## src/rtl/field_bank_bcd_if.sv

```systemverilog
// Write/read handshake bundle between the parameter-entry logic (master)
// and the BCD field bank (slave).
interface field_bank_bcd_if #(
    parameter int ADDR_W = 4
);
    logic              wr_en_i;
    logic [ADDR_W-1:0] wr_addr_i;
    logic [3:0]        wr_dec_i;
    logic [3:0]        wr_uni_i;
    logic              wr_ack_o;
    logic              wr_err_o;
    logic [ADDR_W-1:0] rd_addr_i;
    logic [3:0]        rd_dec_o;
    logic [3:0]        rd_uni_o;
    logic              rd_vis_o;

    modport master (
        output wr_en_i, wr_addr_i, wr_dec_i, wr_uni_i, rd_addr_i,
        input  wr_ack_o, wr_err_o, rd_dec_o, rd_uni_o, rd_vis_o
    );

    modport slave (
        input  wr_en_i, wr_addr_i, wr_dec_i, wr_uni_i, rd_addr_i,
        output wr_ack_o, wr_err_o, rd_dec_o, rd_uni_o, rd_vis_o
    );
endinterface

```

## src/rtl/field_bank_bcd.sv

```systemverilog
// Parametrised two-digit BCD field bank feeding the VGA text generator.
// Validated single-cycle writes, registered random-access read with a
// cursor-blink visibility flag, and a flat copy of every field.
// Optional macro FIELD_BANK_SHADOW_EN: writes land in a shadow bank and
// become visible only on a commit_i strobe.
module field_bank_bcd #(
    parameter int N_FIELDS  = 9,
    parameter int ADDR_W    = 4,
    parameter int BLINK_DIV = 25000000
) (
    input  logic                  clk_i,
    input  logic                  reset,
    field_bank_bcd_if.slave       bus,
    input  logic                  cursor_en_i,
    input  logic [ADDR_W-1:0]     cursor_addr_i,
`ifdef FIELD_BANK_SHADOW_EN
    input  logic                  commit_i,
`endif
    output logic                  blink_o,
    output logic [8*N_FIELDS-1:0] fields_o
);
    localparam int                CNT_W   = $clog2(BLINK_DIV);
    localparam logic [CNT_W-1:0]  CNT_MAX = CNT_W'(BLINK_DIV - 1);
    // Field count widened by one bit so 2**ADDR_W fields still compare correctly
    localparam logic [ADDR_W:0]   NF      = (ADDR_W + 1)'(N_FIELDS);

    logic [N_FIELDS-1:0][7:0] vis_q;
    logic [N_FIELDS-1:0]      wr_hit;
    logic [7:0]               rd_sel;
    logic [CNT_W-1:0]         blink_cnt;
    logic                     wr_ok;
    logic                     rd_in;
    logic                     cur_hit;

    assign wr_ok = bus.wr_en_i && ({1'b0, bus.wr_addr_i} < NF)
                   && (bus.wr_dec_i <= 4'd9) && (bus.wr_uni_i <= 4'd9);

    for (genvar k = 0; k < N_FIELDS; k++) begin : g_hit
        assign wr_hit[k] = wr_ok && (bus.wr_addr_i == ADDR_W'(k));
    end

`ifdef FIELD_BANK_SHADOW_EN
    logic [N_FIELDS-1:0][7:0] shadow_q;

    // Writes go to shadow; commit copies the pre-write shadow to visible
    always_ff @(posedge clk_i or negedge reset) begin
        if (!reset) begin
            shadow_q <= '0;
            vis_q    <= '0;
        end else begin
            for (int k = 0; k < N_FIELDS; k++)
                if (wr_hit[k]) shadow_q[k] <= {bus.wr_dec_i, bus.wr_uni_i};
            if (commit_i) vis_q <= shadow_q;
        end
    end
`else
    // Accepted writes update the visible bank directly
    always_ff @(posedge clk_i or negedge reset) begin
        if (!reset) begin
            vis_q <= '0;
        end else begin
            for (int k = 0; k < N_FIELDS; k++)
                if (wr_hit[k]) vis_q[k] <= {bus.wr_dec_i, bus.wr_uni_i};
        end
    end
`endif

    // Write outcome pulses, one cycle after the request
    always_ff @(posedge clk_i or negedge reset) begin
        if (!reset) begin
            bus.wr_ack_o <= 1'b0;
            bus.wr_err_o <= 1'b0;
        end else begin
            bus.wr_ack_o <= wr_ok;
            bus.wr_err_o <= bus.wr_en_i && !wr_ok;
        end
    end

    // Read mux; out-of-range addresses match no field and yield zero
    always_comb begin
        rd_sel = '0;
        for (int k = 0; k < N_FIELDS; k++)
            if (bus.rd_addr_i == ADDR_W'(k)) rd_sel = vis_q[k];
    end

    assign rd_in   = {1'b0, bus.rd_addr_i} < NF;
    assign cur_hit = cursor_en_i && (bus.rd_addr_i == cursor_addr_i);

    // Registered read port; the field under an enabled cursor hides in the off phase
    always_ff @(posedge clk_i or negedge reset) begin
        if (!reset) begin
            bus.rd_dec_o <= 4'd0;
            bus.rd_uni_o <= 4'd0;
            bus.rd_vis_o <= 1'b1;
        end else begin
            bus.rd_dec_o <= rd_sel[7:4];
            bus.rd_uni_o <= rd_sel[3:0];
            bus.rd_vis_o <= rd_in && (!cur_hit || blink_o);
        end
    end

    // Free-running blink divider: toggle phase every BLINK_DIV cycles
    always_ff @(posedge clk_i or negedge reset) begin
        if (!reset) begin
            blink_cnt <= '0;
            blink_o   <= 1'b1;
        end else if (blink_cnt == CNT_MAX) begin
            blink_cnt <= '0;
            blink_o   <= !blink_o;
        end else begin
            blink_cnt <= blink_cnt + 1'b1;
        end
    end

    assign fields_o = vis_q;
endmodule

```

## src/flat_wrapper.sv

```systemverilog
// flat-port wrapper written by rule: the top's interface ports become plain ports
module field_bank_bcd_flat 
#(
    parameter int N_FIELDS  = 9,
    parameter int ADDR_W    = 4,
    parameter int BLINK_DIV = 25000000
)
  (clk_i, reset, cursor_en_i, cursor_addr_i, blink_o, fields_o, bus_wr_en_i, bus_wr_addr_i, bus_wr_dec_i, bus_wr_uni_i, bus_rd_addr_i, bus_wr_ack_o, bus_wr_err_o, bus_rd_dec_o, bus_rd_uni_o, bus_rd_vis_o);
  field_bank_bcd_if #(.ADDR_W(ADDR_W)) bus_i ();
  input  logic clk_i;
  input  logic reset;
  input  logic cursor_en_i;
  input  logic [ADDR_W-1:0] cursor_addr_i;
  output logic blink_o;
  output logic [8*N_FIELDS-1:0] fields_o;
  input wire logic [$bits(bus_i.wr_en_i)-1:0] bus_wr_en_i;
  input wire logic [$bits(bus_i.wr_addr_i)-1:0] bus_wr_addr_i;
  input wire logic [$bits(bus_i.wr_dec_i)-1:0] bus_wr_dec_i;
  input wire logic [$bits(bus_i.wr_uni_i)-1:0] bus_wr_uni_i;
  input wire logic [$bits(bus_i.rd_addr_i)-1:0] bus_rd_addr_i;
  output wire logic [$bits(bus_i.wr_ack_o)-1:0] bus_wr_ack_o;
  output wire logic [$bits(bus_i.wr_err_o)-1:0] bus_wr_err_o;
  output wire logic [$bits(bus_i.rd_dec_o)-1:0] bus_rd_dec_o;
  output wire logic [$bits(bus_i.rd_uni_o)-1:0] bus_rd_uni_o;
  output wire logic [$bits(bus_i.rd_vis_o)-1:0] bus_rd_vis_o;
  assign bus_i.wr_en_i = bus_wr_en_i;
  assign bus_i.wr_addr_i = bus_wr_addr_i;
  assign bus_i.wr_dec_i = bus_wr_dec_i;
  assign bus_i.wr_uni_i = bus_wr_uni_i;
  assign bus_i.rd_addr_i = bus_rd_addr_i;
  assign bus_wr_ack_o = bus_i.wr_ack_o;
  assign bus_wr_err_o = bus_i.wr_err_o;
  assign bus_rd_dec_o = bus_i.rd_dec_o;
  assign bus_rd_uni_o = bus_i.rd_uni_o;
  assign bus_rd_vis_o = bus_i.rd_vis_o;
  field_bank_bcd #(.N_FIELDS(N_FIELDS), .ADDR_W(ADDR_W), .BLINK_DIV(BLINK_DIV)) u_core (.clk_i(clk_i), .reset(reset), .bus(bus_i), .cursor_en_i(cursor_en_i), .cursor_addr_i(cursor_addr_i), .blink_o(blink_o), .fields_o(fields_o));
endmodule
```

## config.mk

```make
export PLATFORM = sky130hd
export DESIGN_NAME = field_bank_bcd_flat
export DESIGN_NICKNAME = d
export VERILOG_FILES = /design/src/rtl/field_bank_bcd_if.sv /design/src/rtl/field_bank_bcd.sv /design/src/flat_wrapper.sv
export SDC_FILE = /design/constraint.sdc
export NUM_CORES = 1
export LEC_CHECK = 0
export ABC_AREA = 1
export CAP_MARGIN = 20
export CORE_MARGIN = 4
export CORE_UTILIZATION = 40
export CTS_BUF_LIST = sky130_fd_sc_hd__clkbuf_8
export DETAILED_ROUTE_END_ITERATION = 16
export SLEW_MARGIN = 20
export SYNTH_ARGS = -nofsm -noshare
export SYNTH_HDL_FRONTEND = slang
export SYNTH_SLANG_ARGS = --single-unit
```

## constraint.sdc

```tcl
create_clock -name clk_i -period 2 [get_ports clk_i]
set_clock_uncertainty 0.2 [all_clocks]
set_input_delay 0.5 -clock clk_i [delete_from_list [all_inputs] [get_ports clk_i]]
set_output_delay 0.5 -clock clk_i [all_outputs]
set_load 0.02 [all_outputs]
```

==> metrics.md, run 1 <==
| Metric | Value |
|---|---|
| Status | finished, violations left |
| Failing checks | negative hold slack |
| Clock input transition at the sequential cells of the worst setup and hold paths | about 0.10 ns |
| Wire length after detailed routing | around 16000 um |
| Number of inserted diodes | 0 |
| Vias per std cell | between 4 and 5 |
| TritonCTS clock tree | yes |
| CP Capture Point | u_core.fields_o[36] |
| Total Nets Final | 808 |
| Die Span Y | 123 um |
| Worst setup slack after placement | -0.343 ns |
| Slack of the worst reg-to-reg path | around 0.22 ns |
| Total chip power | 5.23 mW |
| Worst hold slack | -0.0218 ns |
| Static Leakage | about 3.6 nW |
| Clock insertion delay at the later pin of the skew report | ~0.38 ns |
| Flip-flop and latch count after synthesis | about 110 |
| Average footprint of a synthesized cell | slightly above 8 sq um |
| Transition time at the pin with the least slew margin | approximately 0.60 ns |
| FF-to-FF path depth | 9 |
| 1st-pass router iterations | 5 |
| Final-report max-slew violation count | 0 |
| Distinct cells, synth | 27 |
| Clock tree sinks | 109 |
| Final clock period utilization by the worst path | 0.960 |
| Global-route wire length before repair | between 20000 and 30000 um |
| Post-route setup slack | between 0.07 and 0.08 ns |
| Avg WL per Cell | 16.9 um |
| Placed insts | about 940 |
| Kind of launch point of the worst setup path | primary input |
| Commonest non-fill, non-tap cells in the layout | sky130_fd_sc_hd__nand2_1 (191), sky130_fd_sc_hd__dfrtp_1 (107), sky130_fd_sc_hd__dlygate4sd2_1 (83) |
| Number of antenna violations at the first check in global routing | 1 |
| Classification of the worst setup path | primary input to flop |
| Die area | between 15000 and 20000 sq um |
| Data arrival at the endpoint of the critical path | 1.98 ns |
| Launch instance of the worst register-to-register path | u_core.blink_cnt[1] |
| Drt drc | 0 |
| Via count of the first global-routing pass | roughly 4.9k |
| Headroom to the max-slew limit | 0.600 |
| I/O pin count | ~110 |
| Sequential area share after synthesis | 0.520 |
| Max Cap Violations | 0 |
| Count of input and output buffers | 107 |
| Detail Placement HPWL | around 13000 um |
| Share of post-route cells with drive strength above 1 | 0.113 |
| Layout overhead on the synthesized area | 31.3% |
| Number of violations reported at the end of detailed-routing iteration 0 | 397 |
| Fin crit period | about 1.9 ns |
| Standard-cell row count | 41 |
| Number of warning messages in the yosys log | 0 |
| Maximum number of pins on one net before global-route repair | 110 |
| Critical Path RT | 2.06 ns |
| Worst voltage drop across the vdd grid | between 0.0003 and 0.0004 V |
| Final setup violating endpoints | 0 |
| Maximum buffer depth of the clock tree | 2 |
| Utilization after layout | 0.542 |
| Clock root buffer | sky130_fd_sc_hd__clkbuf_8 |
| Global routing usage summed across all routing layers | 0.229 |
| CTS Buf Count | 9 |
| Core Box Area | about 13000 sq um |
| Number of H-tree branching levels | 3 |
| Gate count of the mapped netlist | around 640 |
| Max Fanout on Critical Path | 16 |
| Overall via count from detail_route | roughly 4.8k |
| Initial standard-cell utilization of the core | 0.413 |
| Worst setup path start | bus_wr_dec_i[2] |
| Post-synthesis net count | 663 |
| Power per cell area | approximately 760 nW/um^2 |
| Residual antenna-violating net count after detailed routing | 0 |
| Final hold viol count | 17 |
| Hold Crit Class | primary input to asynchronous set/reset pin |
| Final weighted congestion in routability-driven placement | between 0.8 and 0.9 |
| Worst r2r dst | u_core.blink_cnt[16] |
| F_max | 0.521 GHz |
| Die width | 123 um |
| Leading cell type in the layout, fill and taps excluded | sky130_fd_sc_hd__nand2_1 |
| Finished Layout Cells | 960 |
| Post-synthesis instance area | 5250 sq um |
| Remaining global-route overflow | 0 |
| Worst Setup End Kind | flop |
## timing repair
item | in CTS | in global routing
setup buffers | 0 | 0
resized for setup | 84 | 2
endpoints found under the setup margin | 84 | 8
hold buffers | 0 | 0
## cells in the mapped netlist
master,instances,share of area
sky130_fd_sc_hd__clkbuf_2,1,0.00095
sky130_fd_sc_hd__nor3_1,13,0.012
sky130_fd_sc_hd__a21oi_1,4,0.0038
sky130_fd_sc_hd__nand2_2,1,0.0012
sky130_fd_sc_hd__nor2_2,5,0.0060
sky130_fd_sc_hd__dfrtp_1,107,0.51
sky130_fd_sc_hd__buf_2,3,0.0029
sky130_fd_sc_hd__xor2_1,16,0.027
sky130_fd_sc_hd__nand2_1,191,0.14
sky130_fd_sc_hd__buf_4,2,0.0029
sky130_fd_sc_hd__nand3_1,40,0.038
sky130_fd_sc_hd__nand2_4,8,0.017
sky130_fd_sc_hd__nor2_4,2,0.0043
sky130_fd_sc_hd__nor3b_1,1,0.0014
sky130_fd_sc_hd__buf_6,8,0.017
sky130_fd_sc_hd__o211ai_1,5,0.0072
sky130_fd_sc_hd__dfstp_2,2,0.010
sky130_fd_sc_hd__clkbuf_1,1,0.00071
sky130_fd_sc_hd__ha_1,1,0.0024
sky130_fd_sc_hd__xnor2_1,5,0.0083
sky130_fd_sc_hd__inv_1,52,0.037
sky130_fd_sc_hd__buf_12,1,0.0038
sky130_fd_sc_hd__o21ai_1,73,0.070
sky130_fd_sc_hd__nand4_1,18,0.021
sky130_fd_sc_hd__or2_2,4,0.0048
sky130_fd_sc_hd__inv_2,8,0.0057
sky130_fd_sc_hd__nor2_1,66,0.047
## cell type report
class / count / area [sq um]
clock inverter: 6 / 86.3
fill: 1286 / 5830
clock buffer: 10 / 138
timing repair buffer: 150 / 1350
tap: 172 / 215
sequential: 109 / 2730
multi-input combinational: 453 / 2150
inverter: 60 / 225
## state kept, by name (all words and copies together), names as in the netlist
name	count
u_core.blink_cnt	25
u_core.bus.rd_uni_o	4
u_core.bus.wr_err_o	1
u_core.blink_o	1
u_core.fields_o	72
u_core.bus.wr_ack_o	1
u_core.bus.rd_dec_o	4
u_core.bus.rd_vis_o	1
## layer usage
metal / global-route usage / vias to the layer above / wire, um / share of wire
li1: - / 2348 / - / -
met2: 0.368 / 168 / 7690 / 0.47
met5: 0 / - / 8 / 0.00049
met4: 0.0896 / 2 / 412 / 0.025
met3: 0.0521 / 28 / 1060 / 0.065
met1: 0.302 / 2245 / 7020 / 0.43
## stage by stage
stage | setup TNS (ns) | cell area [sq um]
finish | 0 | 6890
global route | -0.00215 | 6890
CTS | 0 | 6890
detailed placement | -24.06 | 6770
global placement | -21.87 | 6770
floorplan | 0 | 5250
## power by group
group	switching (mW)	internal (mW)
Combinational	0.647	0.418
Clock	0.770	0.741
Sequential	0.236	2.42
## critical path, stage by stage
cell and delay, ns:
sky130_fd_sc_hd__clkdlybuf4s50_1 0.45, sky130_fd_sc_hd__inv_2 0.12, sky130_fd_sc_hd__a21oi_1 0.07, sky130_fd_sc_hd__nor2_1 0.12, sky130_fd_sc_hd__nand2_1 0.11, sky130_fd_sc_hd__nor2_4 0.13, sky130_fd_sc_hd__buf_12 0.17, sky130_fd_sc_hd__nand2_4 0.14
sky130_fd_sc_hd__nand2_1 0.10, sky130_fd_sc_hd__o21ai_1 0.06
## how the worst min path moves through the flow
stage | slack, ns | from | to
3_3_place_gp | 0.30 | u_core.blink_o | u_core.blink_o
6_report | -0.02 | reset | u_core.bus.rd_dec_o[2]
3_5_place_dp | 0.30 | u_core.blink_o | u_core.blink_o
2_1_floorplan | 0.004 | reset | u_core.blink_cnt[0]
5_1_grt | 0.03 | reset | u_core.bus.rd_dec_o[2]
4_1_cts | 0.02 | reset | u_core.blink_cnt[11]
## kinds of logic (layout without fill, tap and decap cells)
logic type	count (synthesis)	in the layout	synth area share
simple gates	349	349	0.291
buf+inv	76	226	0.0713
flops	109	109	0.520
fa+ha+maj	1	1	0.00238
compound gates	82	82	0.0806
xor+xnor	21	21	0.0350
No activity file was read; power rests on OpenSTA's default activity.
==> run 2: changes to the inputs <==
--- a/config.mk
+++ b/config.mk
@@ -6,6 +6,7 @@
 export NUM_CORES = 1
 export LEC_CHECK = 0
 export ABC_AREA = 1
+export ABC_CLOCK_PERIOD_IN_PS = 2020
 export CAP_MARGIN = 20
 export CORE_MARGIN = 4
 export CORE_UTILIZATION = 40
==> constraint.sdc (replaced) <==
create_clock -name clk_i -period 2.02 [get_ports clk_i]
set_clock_uncertainty 0.2 [all_clocks]
set_input_delay 0.505 -clock clk_i [delete_from_list [all_inputs] [get_ports clk_i]]
set_output_delay 0.505 -clock clk_i [all_outputs]
set_load 0.02 [all_outputs]
==> run 2 against run 1 <==
Compared with the run above:
- the flow now finishes without violations
- die area did not move
- largest cell class unchanged
- critical path type is now flop to output port
- combinational power hardly changed
- count of clock-buffer cells in the layout fell by 1
- clock power shrank 7%
- critical endpoint is now blink_o
==> metrics.md, run 2 (synthesis results as in run 1) <==
| Metric | Value |
|---|---|
| Status | finished clean |
| Maximum number of pins on one net before global-route repair | 110 |
| Slack of the worst reg-to-reg path | between 0.15 and 0.2 ns |
| Vias per std cell | a little under 5 |
| Hold path start | u_core.blink_o |
| Via count of the first global-routing pass | about 4.8k |
| Transition time at the pin with the least slew margin | around 0.63 ns |
| Remaining global-route overflow | 0 |
| Initial standard-cell utilization of the core | 0.413 |
| Classification of the worst setup path | flop to output port |
| RSZ-0062 raised after global routing | no |
| Slowest stage cell on the critical path | sky130_fd_sc_hd__dfstp_2 |
| Leading cell type in the layout, fill and taps excluded | sky130_fd_sc_hd__nand2_1 |
| Worst hold slack | between 0.3 and 0.4 ns |
| Total Nets Final | about 810 |
| Share of post-route cells with drive strength above 1 | 0.113 |
| Critical Path RT | roughly 1.3 ns |
| Max Fanout on Critical Path | 2 |
| Final weighted congestion in routability-driven placement | just under 0.9 |
| 1st-pass router iterations | 5 |
| CP bufs+invs | 1 |
| Global-route wire length before repair | 25800 um |
| Avg WL per Cell | between 15 and 20 um |
| Worst Setup End Kind | output port |
| Clock insertion delay at the later pin of the skew report | 0.40 ns |
| Detail Placement HPWL | about 12000 um |
| Internal | approximately 3.4 mW |
| TritonCTS clock tree | yes |
| Overall via count from detail_route | 4733 |
| Number of antenna violations at the first check in global routing | 1 |
| Residual antenna-violating net count after detailed routing | 0 |
| Launch instance of the worst register-to-register path | u_core.blink_cnt[1] |
| Layout overhead on the synthesized area | 30.9% |
| Accumulated negative setup slack | 0 ns |
| Critical Path Max Stage Delay | 0.54 ns |
| FF-to-FF path depth | 9 |
| Clock input transition at the sequential cells of the worst setup and hold paths | approximately 0.10 ns |
| Power share of the clock group | 0.275 |
| Worst voltage drop across the vdd grid | approximately 0.00053 V |
| Crit path cell chain | dlygate4sd2_1 |
| Hold Crit Class | flop to flop |
| Maximum buffer depth of the clock tree | 2 |
| Final hold viol count | 0 |
| Die width | 123 um |
| Sequential Power Share | 0.518 |
| Final clock period utilization by the worst path | 0.971 |
| Drt drc | 0 |
| Clock root buffer | sky130_fd_sc_hd__clkbuf_8 |
| Final-report max-slew violation count | 0 |
| Core Box Area | between 10000 and 15000 sq um |
| Fin crit period | between 1.5 and 2 ns |
| Final setup violating endpoints | 0 |
| Power per cell area | between 700 and 800 nW/um^2 |
| Utilization after layout | 0.540 |
| Global routing usage summed across all routing layers | 0.226 |
| Fraction of power spent switching nets | 0.330 |
| CTS Buf Count | 9 |
| Die Span Y | 123 um |
| Data arrival at the endpoint of the critical path | 1.26 ns |
| Headroom to the max-slew limit | 0.580 |
| Count of input and output buffers | approximately 110 |
| Number of flip-flops in the largest register | slightly above 70 |
| Commonest non-fill, non-tap cells in the layout | sky130_fd_sc_hd__nand2_1 (191), sky130_fd_sc_hd__dfrtp_1 (107), sky130_fd_sc_hd__dlygate4sd2_1 (84) |
| Number of H-tree branching levels | 3 |
| Worst r2r dst | u_core.blink_cnt[6] |
| Die area | 15000 sq um |
| Max Cap Violations | 0 |
| Endpoint with the worst hold slack | u_core.blink_o |
| Standard-cell row count | slightly above 40 |
| Static Leakage | around 3.6 nW |
| Clock tree sinks | between 100 and 150 |
| I/O pin count | ~110 |
| Hold path depth | 2 |
| Sw power | 1.67 mW |
| Wire length after detailed routing | ~16000 um |
| Proportion of power drawn by combinational gates | 0.207 |
| Largest delay contributor family on the critical path | flip-flops |
| Kind of launch point of the worst setup path | flop |
| Number of inserted diodes | 0 |
| F_max | a little over 0.5 GHz |
| Number of violations reported at the end of detailed-routing iteration 0 | between 300 and 400 |
run 2: through the flow:
step                instances  instance area [sq um]  total power, mW  setup WS (ns)
floorplan                 638                   5250             3.12          0.245
global placement          943                   6760             3.87         -0.249
detailed placement        943                   6760             3.88         -0.294
CTS                       960                   6870             5.13         0.0267
global route              960                   6870             5.30        0.00389
finish                    960                   6870             5.07         0.0593
run 2: worst max path at each step:
stage	endpoint	cells after the start	slack, ns	start
floorplan	u_core.blink_cnt[20]	9	0.25	u_core.blink_cnt[0]
global placement	u_core.fields_o[36]	10	-0.25	bus_wr_dec_i[2]
detailed placement	u_core.bus.rd_dec_o[2]	9	-0.29	bus_rd_addr_i[0]
CTS	blink_o	1	0.03	u_core.blink_o
global route	u_core.bus.rd_dec_o[1]	6	0.004	bus_rd_addr_i[1]
finish	blink_o	1	0.06	u_core.blink_o
run 2: timing repair:
item	4_1_cts	5_1_grt
hold buffers	1	0
endpoints found under the setup margin	84	1
gates resized for setup	84	1
hold endpoints to repair	61	0
setup buffers	0	0
run 2: power by group through the flow:
stage | Combinational [mW] | Clock [mW] | Sequential (mW)
final | 1.05 | 1.40 | 2.63
after detailed placement | 1.21 | 0 | 2.67
after floorplan | 0.283 | 0 | 2.84
after CTS | 1.06 | 1.44 | 2.63
after global routing | 1.15 | 1.50 | 2.65
after global placement | 1.20 | 0 | 2.67
run 2: area by class of cell:
cell class                      instances  area [sq um]
Clock inverter                          7          77.6
Sequential cell                       109          2730
Multi-Input combinational cell        453          2150
Clock buffer                            9           124
Timing Repair Buffer                  150          1350
Fill cell                            1278          5850
Tap cell                              172           215
Inverter                               60           225
run 2: routing by layer:
layer | wire length, um | up-vias | global-route usage
met4 | 452 | 2 | 0.0882
li1 | - | 2337 | -
met2 | 7420 | 146 | 0.353
met1 | 7160 | 2214 | 0.297
met5 | 8 | - | 0
met3 | 946 | 34 | 0.0673
==> run 3: changes to the inputs <==
--- a/config.mk
+++ b/config.mk
@@ -8,7 +8,6 @@
 export ABC_AREA = 1
 export ABC_CLOCK_PERIOD_IN_PS = 2020
 export CAP_MARGIN = 20
-export CORE_MARGIN = 4
 export CORE_UTILIZATION = 40
 export CTS_BUF_LIST = sky130_fd_sc_hd__clkbuf_8
 export DETAILED_ROUTE_END_ITERATION = 16
==> run 3 against run 2 <==
Compared with the run above:
- total power shrank 3.1%
- cell count grew 0.42%
- maximum frequency grew 0.31%
- worst setup slack gained 0.0061 ns
- clock power shrank 13%
- global-route usage grew 2.8 points
- sequential cell count is the same
- largest power group unchanged
- routed wire length grew 0.29%
- combinational power is essentially flat
- non-clock buffer count grew 4
- cell area grew 0.25%
==> metrics.md, run 3 (synthesis results as in run 1) <==
| Metric | Value |
|---|---|
| RSZ-0062 raised after global routing | no |
| Metal1 wirelength | between 7000 and 8000 um |
| Number of H-tree branching levels | 3 |
| Number of flip-flops in the largest register | 72 |
| Data arrival at the endpoint of the critical path | 1.25 ns |
| Headroom to the max-slew limit | 0.635 |
| Launch instance of the worst register-to-register path | u_core.blink_cnt[1] |
| Cell area reported after detailed placement | around 7000 sq um |
| Clock tree sinks | 109 |
| Clock root buffer | sky130_fd_sc_hd__clkbuf_8 |
| Number of violations reported at the end of detailed-routing iteration 0 | between 400 and 500 |
| Leading cell type in the layout, fill and taps excluded | sky130_fd_sc_hd__nand2_1 |
| Core Box Area | around 13000 sq um |
| Number of logic stages on the critical path including buffering | 1 |
| Power per cell area | roughly 710 nW/um^2 |
| Uppermost metal layer occupied by signal nets | met5 |
| Maximum buffer depth of the clock tree | 2 |
| Share of post-route cells with drive strength above 1 | 0.116 |
| Number of filler instances in the final layout | about 1.3k |
| Remaining global-route overflow | 0 |
| Slack of the worst reg-to-reg path | between 0.2 and 0.25 ns |
| Clock insertion delay at the later pin of the skew report | around 0.38 ns |
| Max Cap Violations | 0 |
| Global-route wire length before repair | approximately 25000 um |
| FF-to-FF path depth | 9 |
| Overall via count from detail_route | around 4.8k |
| CP bufs+invs | 1 |
| Worst voltage drop across the vdd grid | roughly 0.00044 V |
| Utilization after layout | 0.542 |
| Worst setup slack after placement | -0.297 ns |
| Count of input and output buffers | 107 |
| Total Nets Final | ~810 |
| Max Fanout on Critical Path | 2 |
| Die width | approximately 120 um |
| Classification of the worst setup path | flop to output port |
| Number of inserted diodes | 0 |
| Worst setup path start | u_core.blink_o |
| Residual antenna-violating net count after detailed routing | 0 |
| Critical Path Max Stage Delay | 0.54 ns |
| TritonCTS clock tree | yes |
| Crit path cell chain | dlygate4sd2_1 |
| Avg WL per Cell | around 17 um |
| Transition time at the pin with the least slew margin | roughly 0.55 ns |
| Finished Layout Cells | between 900 and 1k |
| Layout overhead on the synthesized area | 31.3% |
| Global routing usage summed across all routing layers | 0.255 |
| Drt drc | 0 |
| Worst r2r dst | u_core.blink_cnt[21] |
| Clock input transition at the sequential cells of the worst setup and hold paths | approximately 0.10 ns |
| CTS Buf Count | 9 |
| Total chip power | between 4 and 5 mW |
| Via count of the first global-routing pass | approximately 4.8k |
| Die area | approximately 14000 sq um |
| Largest delay contributor family on the critical path | flip-flops |
| Standard-cell row count | between 40 and 50 |
| Final clock period utilization by the worst path | 0.968 |
| Final hold viol count | 0 |
| Final setup violating endpoints | 0 |
| Worst Setup End Kind | output port |
| Static Leakage | about 3.6 nW |
| Detail Placement HPWL | about 12000 um |
| Vias per std cell | ~5.0 |
| Number of antenna violations at the first check in global routing | 1 |
| Final weighted congestion in routability-driven placement | about 0.9 |
| Wire length after detailed routing | 16000 um |
| Critical Path RT | between 1 and 1.5 ns |
| Routed met2 length | ~7700 um |
| Initial standard-cell utilization of the core | 0.413 |
| Slowest stage cell on the critical path | sky130_fd_sc_hd__dfstp_2 |
| Maximum number of pins on one net before global-route repair | 37 |
| Final-report max-slew violation count | 0 |
| CP Capture Point | blink_o |
| Kind of launch point of the worst setup path | flop |
| F_max | about 0.51 GHz |
| Status | finished clean |
| Final non-filler cell area | 6890 sq um |
| Placed insts | around 950 |
| Fin crit period | ~2.0 ns |
| Post-route setup slack | between 0.06 and 0.07 ns |
| Commonest non-fill, non-tap cells in the layout | sky130_fd_sc_hd__nand2_1 (191), sky130_fd_sc_hd__dfrtp_1 (107), sky130_fd_sc_hd__dlygate4sd2_1 (84) |
| Amount of wire on met3 after detailed routing | 895 um |
| Die Span Y | approximately 120 um |
| I/O pin count | 108 |
| Hold Crit Class | flop to flop |
| Post-CTS repair timing setup buffer count | 0 |
| 1st-pass router iterations | 5 |
| Hold path depth | 2 |
-- run 3: cell count changes in the layout (fill, tap and decap cells not counted), sizes merged --
cell    delta
clkinv     +3
inv        -2
bufinv     -1
buf        +4
-- run 3: what timing repair did --
item / in CTS / in global routing
setup endpoints to repair: 84 / 1
endpoints found under the hold margin: 29 / 0
resized for setup: 84 / 1
hold buffers: 1 / 0
gates cloned: 0 / 0
-- run 3: where the power goes --
group	total (mW)	switching [mW]	internal, mW
combinational	1.06	0.636	0.421
sequential	2.64	0.244	2.39
clock	1.22	0.765	0.455
total	4.91	1.65	3.27
-- run 3: worst min-delay path by stage --
stage                         startpoint  slack [ns]             endpoint
after floorplan                    reset       0.009  u_core.blink_cnt[0]
after CTS                 u_core.blink_o        0.33       u_core.blink_o
final                     u_core.blink_o        0.33       u_core.blink_o
after global placement    u_core.blink_o        0.30       u_core.blink_o
after detailed placement  u_core.blink_o        0.31       u_core.blink_o
after global routing      u_core.blink_o        0.37       u_core.blink_o
-- run 3: metal layers --
layer  vias to the layer above  GRT usage
li1                       2350          -
met1                      2285      0.326
met2                       140      0.420
met3                        21     0.0690
met4                         2     0.0793
met5                         -          0
-- run 3: layout make-up --
| class | instances | area, sq um | share of cell area |
|---|---|---|---|
| Tap cell | 172 | 215 | 0.0312 |
| Clock buffer | 9 | 124 | 0.0180 |
| Inverter | 60 | 225 | 0.0327 |
| Timing Repair Buffer | 154 | 1390 | 0.202 |
| Multi-Input combinational cell | 453 | 2150 | 0.312 |
| Sequential cell | 109 | 2730 | 0.396 |
| Clock inverter | 7 | 52.6 | 0.00763 |
-- run 3: per-stage QoR --
step / hold slack, ns / TNS, ns
CTS: 0.329 / 0
detailed placement: 0.312 / -20.08
floorplan: 0.00941 / 0
global route: 0.366 / 0
finish: 0.329 / 0
global placement: 0.301 / -21.23
